File: config.mk
export PLATFORM = sky130hd
export DESIGN_NAME = multicycle_ctrl
export DESIGN_NICKNAME = d
export VERILOG_FILES = /design/src/rtl/multicycle_ctrl.sv
export SDC_FILE = /design/constraint.sdc
export NUM_CORES = 1
export LEC_CHECK = 0
export CAP_MARGIN = 20
export CORE_MARGIN = 3
export CORE_UTILIZATION = 57
export CTS_BUF_LIST = sky130_fd_sc_hd__clkbuf_16
export CTS_CLUSTER_SIZE = 40
export DETAILED_ROUTE_END_ITERATION = 10
export DONT_BUFFER_PORTS = 1
export GPL_ROUTABILITY_DRIVEN = 0
export PLACE_DENSITY = 0.79
export SETUP_SLACK_MARGIN = 0.1
export SLEW_MARGIN = 30
export SYNTH_ARGS = -nofsm -noshare
export SYNTH_HDL_FRONTEND = slang
export SYNTH_SLANG_ARGS = --single-unit
File: constraint.sdc
create_clock -name clk -period 1.79 [get_ports clk]
set_input_delay 0.358 -clock clk [delete_from_list [all_inputs] [get_ports clk]]
set_output_delay 0.358 -clock clk [all_outputs]
set_load 0.02 [all_outputs]
File: src/rtl/multicycle_ctrl.sv
// Multi-cycle MIPS control sequencer: walks the shared datapath through
// FETCH/DECODE/EXEC/MEM/WB per instruction and counts retired instructions.
module multicycle_ctrl (
    input  logic        clk,
    input  logic        rst_n,
    input  logic [5:0]  OpCode,
    input  logic [5:0]  funct,
    input  logic        Zero,
    input  logic        mem_ready,
    output logic        PCWr,
    output logic        PCWrCond,
    output logic        IorD,
    output logic        IRWr,
    output logic        MemR,
    output logic        MemW,
    output logic        RegW,
    output logic        RegDst,
    output logic        Mem2R,
    output logic        AluSrcA,
    output logic [1:0]  AluSrcB,
    output logic [1:0]  PCSrc,
    output logic [1:0]  ExtOp,
    output logic [4:0]  Aluctrl,
    output logic        illegal,
    output logic [31:0] instr_cnt
);

    localparam logic [1:0] EXT_ZERO   = 2'b00;
    localparam logic [1:0] EXT_SIGNED = 2'b01;

    localparam logic [4:0] ALUOP_NOP  = 5'd0;
    localparam logic [4:0] ALUOP_ADDU = 5'd1;
    localparam logic [4:0] ALUOP_ADD  = 5'd2;
    localparam logic [4:0] ALUOP_SUBU = 5'd3;
    localparam logic [4:0] ALUOP_SUB  = 5'd4;
    localparam logic [4:0] ALUOP_OR   = 5'd5;

    typedef enum logic [3:0] {
        S_IDLE, S_FETCH, S_DECODE, S_EXEC_R, S_WB_R, S_EXEC_I, S_WB_I,
        S_MEMADR, S_MEMRD, S_WB_MEM, S_MEMWR, S_BRANCH, S_JUMP
    } state_e;

    typedef enum logic [2:0] {
        C_ADDU, C_SUBU, C_ORI, C_LW, C_SW, C_BEQ, C_J, C_ILL
    } cls_e;

    typedef struct packed {
        logic       pcwr;
        logic       pcwrcond;
        logic       iord;
        logic       fetch_en;
        logic       memr;
        logic       memw;
        logic       regw;
        logic       regdst;
        logic       mem2r;
        logic       alusrca;
        logic [1:0] alusrcb;
        logic [1:0] pcsrc;
        logic [1:0] extop;
        logic [4:0] aluctrl;
    } ctrl_t;

    state_e      state_q, state_d;
    cls_e        cls_q, cls_d, cls_now;
    ctrl_t       ctrl_q, ctrl_d;
    logic        illegal_q;
    logic [31:0] cnt_q;
    logic        retire;

    // The datapath itself gates the branch PC write with Zero.
    logic unused_zero;
    assign unused_zero = Zero;

    function automatic ctrl_t decode_outputs(input state_e s, input cls_e c);
        ctrl_t o;
        o         = '0;
        o.extop   = EXT_ZERO;
        o.aluctrl = ALUOP_NOP;
        case (s)
            S_FETCH: begin
                o.memr     = 1'b1;
                o.fetch_en = 1'b1;
                o.alusrcb  = 2'b01;
                o.aluctrl  = ALUOP_ADDU;
            end
            S_DECODE: begin
                o.alusrcb = 2'b11;
                o.extop   = EXT_SIGNED;
                o.aluctrl = ALUOP_ADD;
            end
            S_EXEC_R: begin
                o.alusrca = 1'b1;
                o.aluctrl = (c == C_SUBU) ? ALUOP_SUBU : ALUOP_ADDU;
            end
            S_WB_R: begin
                o.regdst = 1'b1;
                o.regw   = 1'b1;
            end
            S_EXEC_I: begin
                o.alusrca = 1'b1;
                o.alusrcb = 2'b10;
                o.aluctrl = ALUOP_OR;
            end
            S_WB_I: o.regw = 1'b1;
            S_MEMADR: begin
                o.alusrca = 1'b1;
                o.alusrcb = 2'b10;
                o.extop   = EXT_SIGNED;
                o.aluctrl = ALUOP_ADD;
            end
            S_MEMRD: begin
                o.iord = 1'b1;
                o.memr = 1'b1;
            end
            S_WB_MEM: begin
                o.mem2r = 1'b1;
                o.regw  = 1'b1;
            end
            S_MEMWR: begin
                o.iord = 1'b1;
                o.memw = 1'b1;
            end
            S_BRANCH: begin
                o.alusrca  = 1'b1;
                o.aluctrl  = ALUOP_SUB;
                o.pcwrcond = 1'b1;
                o.pcsrc    = 2'b01;
            end
            S_JUMP: begin
                o.pcwr  = 1'b1;
                o.pcsrc = 2'b10;
            end
            default: ;
        endcase
        return o;
    endfunction

    always_comb begin
        cls_now = C_ILL;
        case (OpCode)
            6'b000000: begin
                if (funct == 6'b100001)      cls_now = C_ADDU;
                else if (funct == 6'b100011) cls_now = C_SUBU;
            end
            6'b001101: cls_now = C_ORI;
            6'b100011: cls_now = C_LW;
            6'b101011: cls_now = C_SW;
            6'b000100: cls_now = C_BEQ;
            6'b000010: cls_now = C_J;
            default:   cls_now = C_ILL;
        endcase
    end

    // NOTE: every signal written here gets a default first, otherwise a
    // path that skips the assignment infers a latch.
    always_comb begin
        state_d = state_q;
        cls_d   = cls_q;
        case (state_q)
            S_IDLE:  state_d = S_FETCH;
            S_FETCH: if (mem_ready) state_d = S_DECODE;
            S_DECODE: begin
                cls_d = cls_now;
                case (cls_now)
                    C_ADDU, C_SUBU: state_d = S_EXEC_R;
                    C_ORI:          state_d = S_EXEC_I;
                    C_LW, C_SW:     state_d = S_MEMADR;
                    C_BEQ:          state_d = S_BRANCH;
                    C_J:            state_d = S_JUMP;
                    default:        state_d = S_FETCH;
                endcase
            end
            S_EXEC_R: state_d = S_WB_R;
            S_EXEC_I: state_d = S_WB_I;
            S_MEMADR: state_d = (cls_q == C_LW) ? S_MEMRD : S_MEMWR;
            S_MEMRD:  if (mem_ready) state_d = S_WB_MEM;
            S_MEMWR:  if (mem_ready) state_d = S_FETCH;
            S_WB_R, S_WB_I, S_WB_MEM, S_BRANCH, S_JUMP: state_d = S_FETCH;
            default:  state_d = S_IDLE;
        endcase

        // Outputs are decoded from the state being entered so they come
        // straight off flops in that state.
        ctrl_d = decode_outputs(state_d, cls_d);

        retire = (state_q == S_WB_R) || (state_q == S_WB_I) ||
                 (state_q == S_WB_MEM) || (state_q == S_BRANCH) ||
                 (state_q == S_JUMP) || ((state_q == S_MEMWR) && mem_ready);
    end

    // NOTE: sequential state uses non-blocking assignments so every flop
    // samples the pre-edge values regardless of statement order.
    always_ff @(posedge clk or negedge rst_n) begin
        if (!rst_n) begin
            state_q   <= S_IDLE;
            cls_q     <= C_ILL;
            ctrl_q    <= '0;
            illegal_q <= 1'b0;
            cnt_q     <= '0;
        end else begin
            state_q   <= state_d;
            cls_q     <= cls_d;
            ctrl_q    <= ctrl_d;
            illegal_q <= (state_q == S_DECODE) && (cls_now == C_ILL);
            if (retire) cnt_q <= cnt_q + 32'd1;
        end
    end

    // Fetch write strobes fire only in the cycle the memory delivers the word.
    assign IRWr      = ctrl_q.fetch_en & mem_ready;
    assign PCWr      = ctrl_q.pcwr | (ctrl_q.fetch_en & mem_ready);
    assign PCWrCond  = ctrl_q.pcwrcond;
    assign IorD      = ctrl_q.iord;
    assign MemR      = ctrl_q.memr;
    assign MemW      = ctrl_q.memw;
    assign RegW      = ctrl_q.regw;
    assign RegDst    = ctrl_q.regdst;
    assign Mem2R     = ctrl_q.mem2r;
    assign AluSrcA   = ctrl_q.alusrca;
    assign AluSrcB   = ctrl_q.alusrcb;
    assign PCSrc     = ctrl_q.pcsrc;
    assign ExtOp     = ctrl_q.extop;
    assign Aluctrl   = ctrl_q.aluctrl;
    assign illegal   = illegal_q;
    assign instr_cnt = cnt_q;

endmodule

* Word-level counts from Yosys, hierarchy flattened
Cells that the tools add are included.
W data, S select, Z words.
** Word-level totals
- Bits in latches :: 0
- Memories kept :: 0
- Output and inout port bits :: 54
- Memory bits (writable) :: 0
- Word-level logic and storage cells :: 105
- Register bits after elaboration :: 61
- ROM bits :: 0
** Operators by class
- $add $sub $neg :: 1
- Eq/ne operators :: 40
- Multiplexer cells :: 25
- Div/mod/pow operators :: 0
- Reductions and logical operators :: 19
- Bitwise operators :: 2
- $mul :: 0
- Shift-type cells :: 0
- Magnitude comparators :: 0
** Operators by type and width (number)
- $eq A4 B4 Y1 const B :: 10
- $add A32 B1 Y32 const B :: 1
- $eq A4 B3 Y1 const B :: 8
- $pmux W4 S8 :: 1
- $eq A6 B6 Y1 const B :: 4
- $pmux W4 S5 :: 1
- $pmux W3 S6 :: 1
- $eq A4 B2 Y1 const B :: 4
- $pmux W3 S5 :: 1
- $eq A3 B3 Y1 const B :: 4
- $mux W4 :: 3
- $reduce_or A2 Y1 :: 6
- $mux W1 :: 11
- $eq A3 B2 Y1 const B :: 3
- $mux W3 :: 3
- $eq A4 B1 Y1 const B :: 2
- $eq A3 B1 Y1 const B :: 2
- $eq A6 B2 Y1 const B :: 1
- $eq A6 B3 Y1 const B :: 1
- $eq A6 B4 Y1 const B :: 1
- $logic_not A6 Y1 :: 1
- $pmux W2 S3 :: 1
- $reduce_or A6 Y1 :: 1
- $logic_or A1 B1 Y1 :: 5
- 9 further kinds :: 11

* Logic depth before layout (Yosys ltp)
Gate-level depths: netlist of run 1.
- Depth in word-level cells :: 11
- Depth in mapped cells :: 8
- Mapped depth without buffers :: 7

* Worst setup path before layout of run 1
No wires, ideal clock.
- Path type :: in2reg
- Start point :: in funct[3]
- End point :: reg ctrl_q (netlist bit MemR)
- Path buffers :: 0
- Setup time :: 79 ps
- Cell stages on the path :: 6
- Slack :: -173 ps
- Arrival :: 1884 ps
- Cells stage by stage :: nor4b_1 a21oi_1 a2111oi_4 nand3_4 nand3b_4 mux2i_1
** RTL lines
- start: declaration :: line 7 : input logic [5:0] funct,
- end signal: assignment :: line 204 : ctrl_q <= ctrl_d;
- end: declaration :: line 66 : ctrl_t ctrl_q, ctrl_d;

* Worst setup path after layout of run 1
- Start point :: reg state_q[2]
- End point :: reg cnt_q[28], in the netlist instr_cnt[28]
** On the way
- Longest elaborated chain between the ends :: 6
- Elaborated cells between the ends (all ways) :: 12
** RTL lines
- start: declaration :: line 64 : state_e state_q, state_d;
- start signal: assignment :: line 202 : state_q <= state_d;
- $eq A4 B3 Y1 :: line 187 : retire = (state_q == S_WB_R) || (state_q == S_WB_I) ||
- $logic_or A1 B1 Y1 (2 in series) :: line 187
- $logic_or A1 B1 Y1 (2 in series) :: line 188 : (state_q == S_WB_MEM) || (state_q == S_BRANCH) ||
- $logic_or A1 B1 Y1 * :: line 189 : (state_q == S_JUMP) || ((state_q == S_MEMWR) && mem_ready);
- end signal: assignment :: line 206 : if (retire) cnt_q <= cnt_q + 32'd1;
- end: declaration :: line 68 : logic [31:0] cnt_q;
Every way passes the cells marked *; elsewhere a longest branch is shown, timed or not.
A chain may end at the register's enable or synchronous reset.

==> results of run 1 <==
[through the flow]
stage | total power [mW] | hold WS (ns) | util | setup TNS [ns] | cells
after global placement | 3.237 | 0.06362 | 0.6766 | -1.123 | 363
final | 5.162 | -0.2743 | 0.8013 | -0.03053 | 391
after detailed placement | 3.320 | 0.06366 | 0.6766 | -1.480 | 363
after global routing | 5.412 | -0.2856 | 0.8013 | -0.4921 | 391
after CTS | 4.884 | -0.2801 | 0.7455 | 0 | 381
after floorplan | 2.891 | 0.06241 | - | -0.6414 | 265
[sequential cells by signal (all words and copies together), names as in the netlist]
| register | cells |
|---|---|
| instr_cnt | 32 |
| RegW | 1 |
| illegal | 1 |
| PCSrc | 2 |
| ExtOp | 1 |
| MemW | 1 |
| state_q | 4 |
| Aluctrl | 3 |
| RegDst | 1 |
| ctrl_q | 2 |
| IorD | 1 |
| AluSrcB | 2 |
| cls_q | 3 |
| Mem2R | 1 |
| MemR | 1 |
| AluSrcA | 1 |
[kinds of logic after synthesis]
| group | after synthesis | synth area share |
|---|---|---|
| compound gates | 33 | 0.09143 |
| xor+xnor | 32 | 0.09894 |
| fa+ha+maj | 1 | 0.004416 |
| buf+inv | 28 | 0.05256 |
| flops | 57 | 0.5049 |
| mux | 4 | 0.01502 |
| other cells | 1 | 0.001324 |
| simple gates | 107 | 0.2315 |
[how the worst max path moves through the flow]
stage                               startpoint                         to  slack, ns  depth (start not counted)
after detailed placement             OpCode[0]             MemR$_DFF_PN0_      -0.24                          7
after global placement               OpCode[0]             MemR$_DFF_PN0_      -0.15                          7
after CTS                 state_q[2]$_DFF_PN0_             MemR$_DFF_PN0_       0.02                          6
final                     state_q[2]$_DFF_PN0_  instr_cnt[28]$_DFFE_PN0P_      -0.03                          6
after floorplan                      OpCode[0]             MemR$_DFF_PN0_      -0.15                          6
after global routing      state_q[2]$_DFF_PN0_  instr_cnt[28]$_DFFE_PN0P_      -0.12                          6
[area by class of cell]
type | count | area, um^2
multi-input combinational | 180 | 1504
sequential | 57 | 1441
clock buffer | 9 | 225.2
tap | 67 | 83.83
clock inverter | 7 | 30.03
inverter | 12 | 45.04
fill | 271 | 944.7
timing repair buffer | 59 | 480.5
[critical path, stage by stage (launching register included)]
cell	delay [ns]
dfrtp_2	0.44
nand2b_4	0.17
a2bb2oi_4	0.19
nor4_4	0.24
nand4_1	0.28
nor2_2	0.19
xor2_1	0.21
[per-layer routing]
metal,vias up,global-route usage,routed length [um]
met2,83,0.3963,3950
met5,-,0,0
met1,1124,0.2669,2728
met3,19,0.07683,507
li1,1018,-,-
met4,0,0.1178,207
[cell usage in the layout (no fill, tap or decap), types with 3 or more instances in the layout]
cell type and instances:
buf_4 49, dfrtp_1 45, xnor2_1 21, nand2_1 18, inv_1 13, nand3_1 12
xor2_1 10, buf_6 10, nand4_1 9, clkbuf_16 9, dfrtp_2 9, o21ai_0 8
nor2_1 7, and3_1 5, nor2_4 5, nor2b_1 4, and2_1 4, nor3_1 3
and2_4 3, o211ai_1 3, a21oi_2 3, nand3_2 3, nand3_4 3, nor2_2 3
conb_1 3, clkinv_2 3, clkinv_1 3, dfstp_2 3
[power by group]
| group | switching (mW) | internal, mW |
|---|---|---|
| Clock | 0.557 | 0.905 |
| Sequential | 0.345 | 1.58 |
| Combinational | 0.934 | 0.838 |
[timing repair]
item,in CTS,in global routing
resized for setup,10,49
endpoints found under the setup margin,18,27
pin swaps,5,17
hold endpoints to repair,57,57
setup buffers,2,10
cloned,0,0
==> metrics.cfg, run 1 <==
[critical_path]
path_class=reg2reg
cp_data_arrival_time_ns=2.05
rrSetupSlack_ns=-0.03
cp_max_fo=4
startpoint_type=flop
r2r_start=state_q[2]$_DFF_PN0_
reg2reg_depth=6
endpoint_kind=flop
timing.rr.end=instr_cnt[28]$_DFFE_PN0P_
cp.required_ns=2.02

[timing]
slew_violations=0
period_needed_ns=1.820
fin_ws_ns=-0.03044
setup_viol=2
max_freq_mhz=549.3
fin_hold_ws_ns=-0.2743
rsz0062_at_grt=yes
finClkSkew_ns=0.008749
hold_viol=57
min_period_over_period=1.017

[clock_tree]
cts.sinks=57
htreeDepth=3
ctsLongestPathBuffers=2
cts_made_buffers=9
cts_tree=yes
cts.clk_slew.worst_paths_ns=0.05
clock_latency_ns=0.32
cts_root_buf=clkbuf_16

[routing]
drt_iter0_drc=163
vias=2244
antenna_left=0
wirelength_um=7394
drt-wirelength-per-cell_um=18.91
drc_errors=0
via_per_inst=5.739
first_pass_iters=4

[status]
violations=negative hold slack, negative setup slack
outcome=finished, violations left

[grt]
antenna_found_initial=0
grt_pass1_wl_um=10760
overflow=0
grt_pass1_vias=2198
grt_usage=0.2351
grt_max_degree=58

[cells_and_area]
num_antenna_cells=0
final_net_count=336
stdcell_area_um2=3810
syn_to_final_growth_pct=34.50
layout-drive-gt1-share=0.4167

[floorplan]
die-height_um=76.50
dieWidth_um=76.50
num_rows=25
io_pins=70
start_util=0.5958
dieArea_um2=5851
design.core.area_um2=4755

[yosys]
synth_top_cell_by_area=dfrtp_1
yosysWarnings=0
synth_top_flop_cell=dfrtp_1
async_flop_share=1.000
synth_seq_cells=57
synth.cell_area_um2=2833
syn_area_per_cell_um2=10.77
netlist_top_cells_area=dfrtp_1 (48%), xnor2_1 (6.8%), xor2_1 (3.1%), nand3_1 (3.0%), buf_4 (2.9%)
yosysSeqAreaShare=0.5049
synth_top_cells_by_count=dfrtp_1 (54), xnor2_1 (22), nand2_1 (21), nand3_1 (17), nor2_1 (15)
ys_types=51
synthCells=263
synthMostInstantiatedCell=dfrtp_1
synth_top_area_share=0.4770
synth_edf_count=0

[placement]
io_buffer_count=0
place_hpwl_um=4396
place_ws_ns=-0.2411
place_area_um2=3217

[power]
ir_drop_uv=765.5
leakage_nw=1.763
powerDensity_nw_per_um2=1355

[flow_run]
maxCapViolations=0

[hold_path]
hold_class=in2async

(Power assumes the default switching activity.)
==> run 2, diff against run 1 <==
SETUP_SLACK_MARGIN = unset   (was 0.1)
==> metrics.cfg, run 2 (synthesis results as in run 1) <==
[cells_and_area]
stdcell_area_um2=3695  ; -3.0%
layout_common_cells=buf_4 (58), dfrtp_1 (49), xnor2_1 (22)
num_antenna_cells=0  ; unchanged
syn_to_final_growth_pct=30.43
final_net_count=339  ; +0.89%
layout.cells.most_common=buf_4
final_cells=394  ; +0.77%
largest_reg_flops=32  ; unchanged
final_core_util=0.7771  ; -0.02421
layout-drive-gt1-share=0.3394  ; -0.07722

[routing]
antenna_left=0  ; unchanged
drt_iter0_drc=177  ; +8.6%
via_per_inst=5.678  ; -1.1%
wirelength_um=6912  ; -6.5%
vias=2237  ; -0.31%
drc_errors=0  ; unchanged
drt-wirelength-per-cell_um=17.54  ; -7.2%
first_pass_iters=4  ; unchanged

[floorplan]
dieWidth_um=76.50  ; unchanged
num_rows=25  ; unchanged
die-height_um=76.50  ; unchanged
design.core.area_um2=4755  ; unchanged
dieArea_um2=5851  ; unchanged
start_util=0.5958  ; unchanged
io_pins=70  ; unchanged

[clock_tree]
clock_latency_ns=0.32  ; about the same
cts.sinks=57  ; unchanged
ctsLongestPathBuffers=2  ; unchanged
cts.clk_slew.worst_paths_ns=0.05  ; about the same
cts_tree=yes
cts_root_buf=clkbuf_16
htreeDepth=3  ; unchanged
cts_made_buffers=9  ; unchanged

[hold_path]
hold_class=in2reg
holdPathStages=1

[critical_path]
cp_max_fo=6  ; +2
startpoint_type=flop
endpoint_kind=flop
path_class=reg2reg
cp_data_arrival_time_ns=2.11  ; +0.06 ns
rrSetupSlack_ns=-0.09  ; -0.06 ns
cp.required_ns=2.02  ; about the same
reg2reg_depth=7  ; +1

[grt]
use_met1=0.2582  ; -0.008736
antenna_found_initial=0  ; unchanged
gr-max-usage-layer=met2
grt.met3_usage=0.06974  ; -0.007092
grt_pass1_vias=2158  ; -1.8%
grt_usage=0.2268  ; -0.008222
grt_pass1_wl_um=10340  ; -3.9%
grt_max_degree=58  ; unchanged
use_met2=0.3919  ; -0.004394
overflow=0  ; unchanged

[timing]
slew_violations=0  ; unchanged
finClkSkew_ns=0.006319  ; -0.002430 ns
fin_hold_ws_ns=0.1095  ; +0.3839 ns
rsz0062_at_grt=yes
min_period_over_period=1.048  ; +0.03138
hold_viol=0  ; -100%
max_freq_mhz=532.9  ; -3.0%
period_needed_ns=1.877  ; +0.05616 ns
fin_ws_ns=-0.08660  ; -0.05616 ns
setup_viol=5  ; +3

[power]
p_sw_mw=1.804  ; -1.7%
sequentialPowerShare=0.368  ; -0.006
p_clk_frac=0.324  ; +0.041
comb_power_share=0.308  ; -0.035
internal_power_mw=3.355  ; +0.86%
powerDensity_nw_per_um2=1396  ; +3.1%
sw_frac_of_total=0.3497  ; -0.005959
ir_drop_uv=711.2  ; -7.1%
leakage_nw=1.733  ; -1.7%

[placement]
io_buffer_count=0  ; unchanged
place_ws_ns=-0.2791  ; -0.03798 ns
place_hpwl_um=4368  ; -0.64%
place_area_um2=3221  ; +0.12%
dp_cells=367  ; +1.1%

[status]
violations=negative setup slack
outcome=finished, violations left

[flow_run]
maxCapViolations=0  ; unchanged

[run 2: cell types whose count changed in the layout (fill, tap and decap cells not counted), sizes merged]
cell,delta
dlygate4sd3,+1
bufinv,+1
buf,+2
clkinv,-4
clkinvlp,+3
[run 2: per-stage QoR]
stage / setup TNS, ns / power [mW]
after detailed placement: -1.953 / 3.244
after global placement: -1.539 / 3.188
after CTS: -0.003469 / 4.981
after floorplan: -0.6368 / 2.850
final: -0.2463 / 5.159
after global routing: -1.010 / 5.382
[run 2: worst paths after layout]
check,from,to
worst max register to register,state_q[1]$_DFF_PN0_,instr_cnt[24]$_DFFE_PN0P_
min in group asynchronous,rst_n,instr_cnt[6]$_DFFE_PN0P_
worst min register to register,cls_q[2]$_DFF_PN1_,cls_q[2]$_DFF_PN1_
worst min-delay path,OpCode[4],PCSrc[1]$_DFF_PN0_
max in group asynchronous,rst_n,cls_q[0]$_DFF_PN1_
worst max-delay path,state_q[1]$_DFF_PN0_,instr_cnt[24]$_DFFE_PN0P_
[run 2: per-layer routing]
layer / up-vias / share of wire
met5: - / 0
met4: 0 / 0.024
met3: 16 / 0.059
met2: 92 / 0.53
met1: 1108 / 0.39
li1: 1021 / -
[run 2: layout make-up]
cell class              instances  area (um^2)
flip-flops and latches         57         1436
multi-input cells             180         1330
fillers                       293         1060
repair buffers                 62        504.2
clock buffers                   9        225.2
well taps                      67        83.83
clock inverters                 7        70.07
inverters                      12        45.04
[run 2: what timing repair did]
action / CTS / global route
pin swaps: 2 / 4
hold buffers: 2 / 0
resized for setup: 7 / 9
endpoints found under the hold margin: 57 / 0
setup endpoints to repair: 6 / 12
setup buffers: 1 / 8
[run 2: worst max-delay path, cell delays in order (launching register included)]
cell and delay, ns:
dfrtp_2 0.42, a21oi_1 0.16, a2bb2oi_4 0.20, nor4_4 0.34
nand4_1 0.18, buf_4 0.20, buf_4 0.13, xnor2_1 0.16
[run 2: power by group through the flow]
stage	Sequential [mW]	Clock, mW	Combinational, mW
after floorplan	1.86	0	0.988
after global placement	1.91	0	1.28
after detailed placement	1.91	0	1.33
after CTS	1.90	1.69	1.39
after global routing	1.92	1.75	1.71
final	1.90	1.67	1.59
==> run 3, diff against run 2 <==
CORE_UTILIZATION = 65   (was 57)
PLACE_DENSITY = 0.85   (was 0.79)
clock period = 2.2 ns   (was 1.79 ns; I/O delays follow)
==> metrics.cfg, run 3 (synthesis results as in run 1) <==
[critical_path]
startpoint_type=flop
cp_max_fo=13  ; +7
path_class=reg2reg
endpoint_kind=flop
cp_data_arrival_time_ns=2.26  ; +0.15 ns
cp.required_ns=2.44  ; +0.42 ns

[grt]
grt_pass1_wl_um=10060  ; -2.7%
antenna_found_initial=0  ; unchanged
grt_pass1_vias=1974  ; -8.5%
grt_usage=0.2596  ; +0.03273
use_met2=0.3888  ; -0.003140
overflow=0  ; unchanged
grt.met3_usage=0.09141  ; +0.02167
grt_max_degree=58  ; unchanged
use_met1=0.3428  ; +0.08461
gr-max-usage-layer=met2

[cells_and_area]
final_core_util=0.7835  ; +0.006416
fill_cells=256  ; -13%
num_antenna_cells=0  ; unchanged
final_cells=331  ; -16%
final_net_count=294  ; -13%
layout-drive-gt1-share=0.1566  ; -0.1829
largest_reg_flops=32  ; unchanged
multi_input_area_um2=1261  ; -5.2%
regArea_um2=1430  ; -0.44%
layout.cells.most_common=dfrtp_1
syn_to_final_growth_pct=13.82
layout_common_cells=dfrtp_1 (54), xnor2_1 (22), nand2_1 (21)

[routing]
wirelength_um=6323  ; -8.5%
first_pass_iters=4  ; unchanged
drc_errors=0  ; unchanged
drt_iter0_drc=169  ; -4.5%
drt-wirelength-per-cell_um=19.10  ; +8.9%
via_per_inst=6.175  ; +8.8%
antenna_left=0  ; unchanged
vias=2044  ; -8.6%

[placement]
dp_cells=314  ; -14%
io_buffer_count=0  ; unchanged
place_hpwl_um=3962  ; -9.3%
place_ws_ns=0.04644  ; +0.3256 ns

[power]
leakage_nw=1.499  ; -13%
ir_drop_uv=618.2  ; -13%
powerDensity_nw_per_um2=1190  ; -15%

[clock_tree]
cts.clk_slew.worst_paths_ns=0.05  ; about the same
ctsLongestPathBuffers=2  ; unchanged
htreeDepth=3  ; unchanged
cts_root_buf=clkbuf_16
cts_tree=yes
cts_made_buffers=9  ; unchanged
clock_latency_ns=0.32  ; about the same
cts.sinks=57  ; unchanged
cts_resized=0  ; -7

[floorplan]
start_util=0.6884  ; +0.09257
dieWidth_um=72.02  ; -5.9%
dieArea_um2=5186  ; -11%
num_rows=23  ; -8.0%
io_pins=70  ; unchanged
design.core.area_um2=4115  ; -13%
die-height_um=72.02  ; -5.9%

[timing]
slew_violations=0  ; unchanged
min_period_over_period=0.9190  ; -0.1294
relSlewSlack=0.6239
rsz0062_at_grt=no
tightestPinTransition_ns=0.5582
fin_setup_tns_ns=0  ; +0.2463 ns
setup_viol=0  ; -5
max_freq_mhz=494.6  ; -7.2%
fin_ws_ns=0.1782  ; +0.2648 ns
hold_viol=0  ; unchanged
period_needed_ns=2.022  ; +0.1452 ns
finClkSkew_ns=0.008654  ; +0.002335 ns

[hold_path]
hold_class=in2reg

[flow_run]
maxCapViolations=0  ; unchanged

[status]
outcome=completed

## run 3: cell types whose count changed in the layout (fill, tap and decap cells not counted), sizes merged
| cell | delta |
|---|---|
| buf | -45 |
| clkinv | +3 |
| clkinvlp | -3 |
| inv | -1 |
## run 3: final cells by class
class / instances / share of cell area
multi-input cells: 180 / 0.3912
clock buffers: 9 / 0.06985
inverters: 12 / 0.01397
repair buffers: 17 / 0.04657
flip-flops and latches: 57 / 0.4435
well taps: 50 / 0.01940
clock inverters: 6 / 0.01552
## run 3: worst paths after layout
path	cells after the start	from	slack (ns)	end
setup / recovery	6	state_q[1]$_DFF_PN0_	0.18	instr_cnt[31]$_DFFE_PN0P_
hold / removal	1	OpCode[4]	0.19	PCSrc[1]$_DFF_PN0_
setup reg to reg	6	state_q[1]$_DFF_PN0_	0.18	instr_cnt[31]$_DFFE_PN0P_
hold reg to reg	2	cls_q[2]$_DFF_PN1_	0.49	cls_q[2]$_DFF_PN1_
max in group asynchronous	2	rst_n	1.24	cls_q[2]$_DFF_PN1_
min in group asynchronous	2	rst_n	0.67	state_q[2]$_DFF_PN0_
## run 3: where the power goes
group | switching [mW] | internal (mW) | total, mW
Sequential | 0.362 | 1.28 | 1.64
Clock | 0.447 | 0.849 | 1.30
Combinational | 0.549 | 0.355 | 0.904
Total | 1.36 | 2.48 | 3.84
## run 3: per-layer routing
metal / vias up / wire, um
met2: 105 / 2983
met4: 0 / 135
met3: 12 / 527
li1: 937 / -
met1: 990 / 2676
met5: - / 0
## run 3: metrics by stage
stage / total power, mW / area, um^2 / hold slack (ns)
finish: 3.838 / 3224 / 0.1876
global route: 4.019 / 3224 / 0.1799
CTS: 3.827 / 3224 / 0.1818
detailed placement: 2.462 / 2912 / 0.1458
global placement: 2.421 / 2912 / 0.1457
floorplan: 2.298 / 2840 / 0.1444
## run 3: what timing repair did
action,in CTS,in global routing
hold buffers,2,0
setup endpoints to repair,0,0
endpoints found under the hold margin,57,0
setup buffers,0,0
## run 3: worst max-delay path, stage by stage, from the launching register on
cell       delay [ns]
dfrtp_1          0.60
a21oi_1          0.19
a2bb2oi_2        0.22
nor4_4           0.26
nand4_1          0.24
nor3_1           0.25
xor2_1           0.18
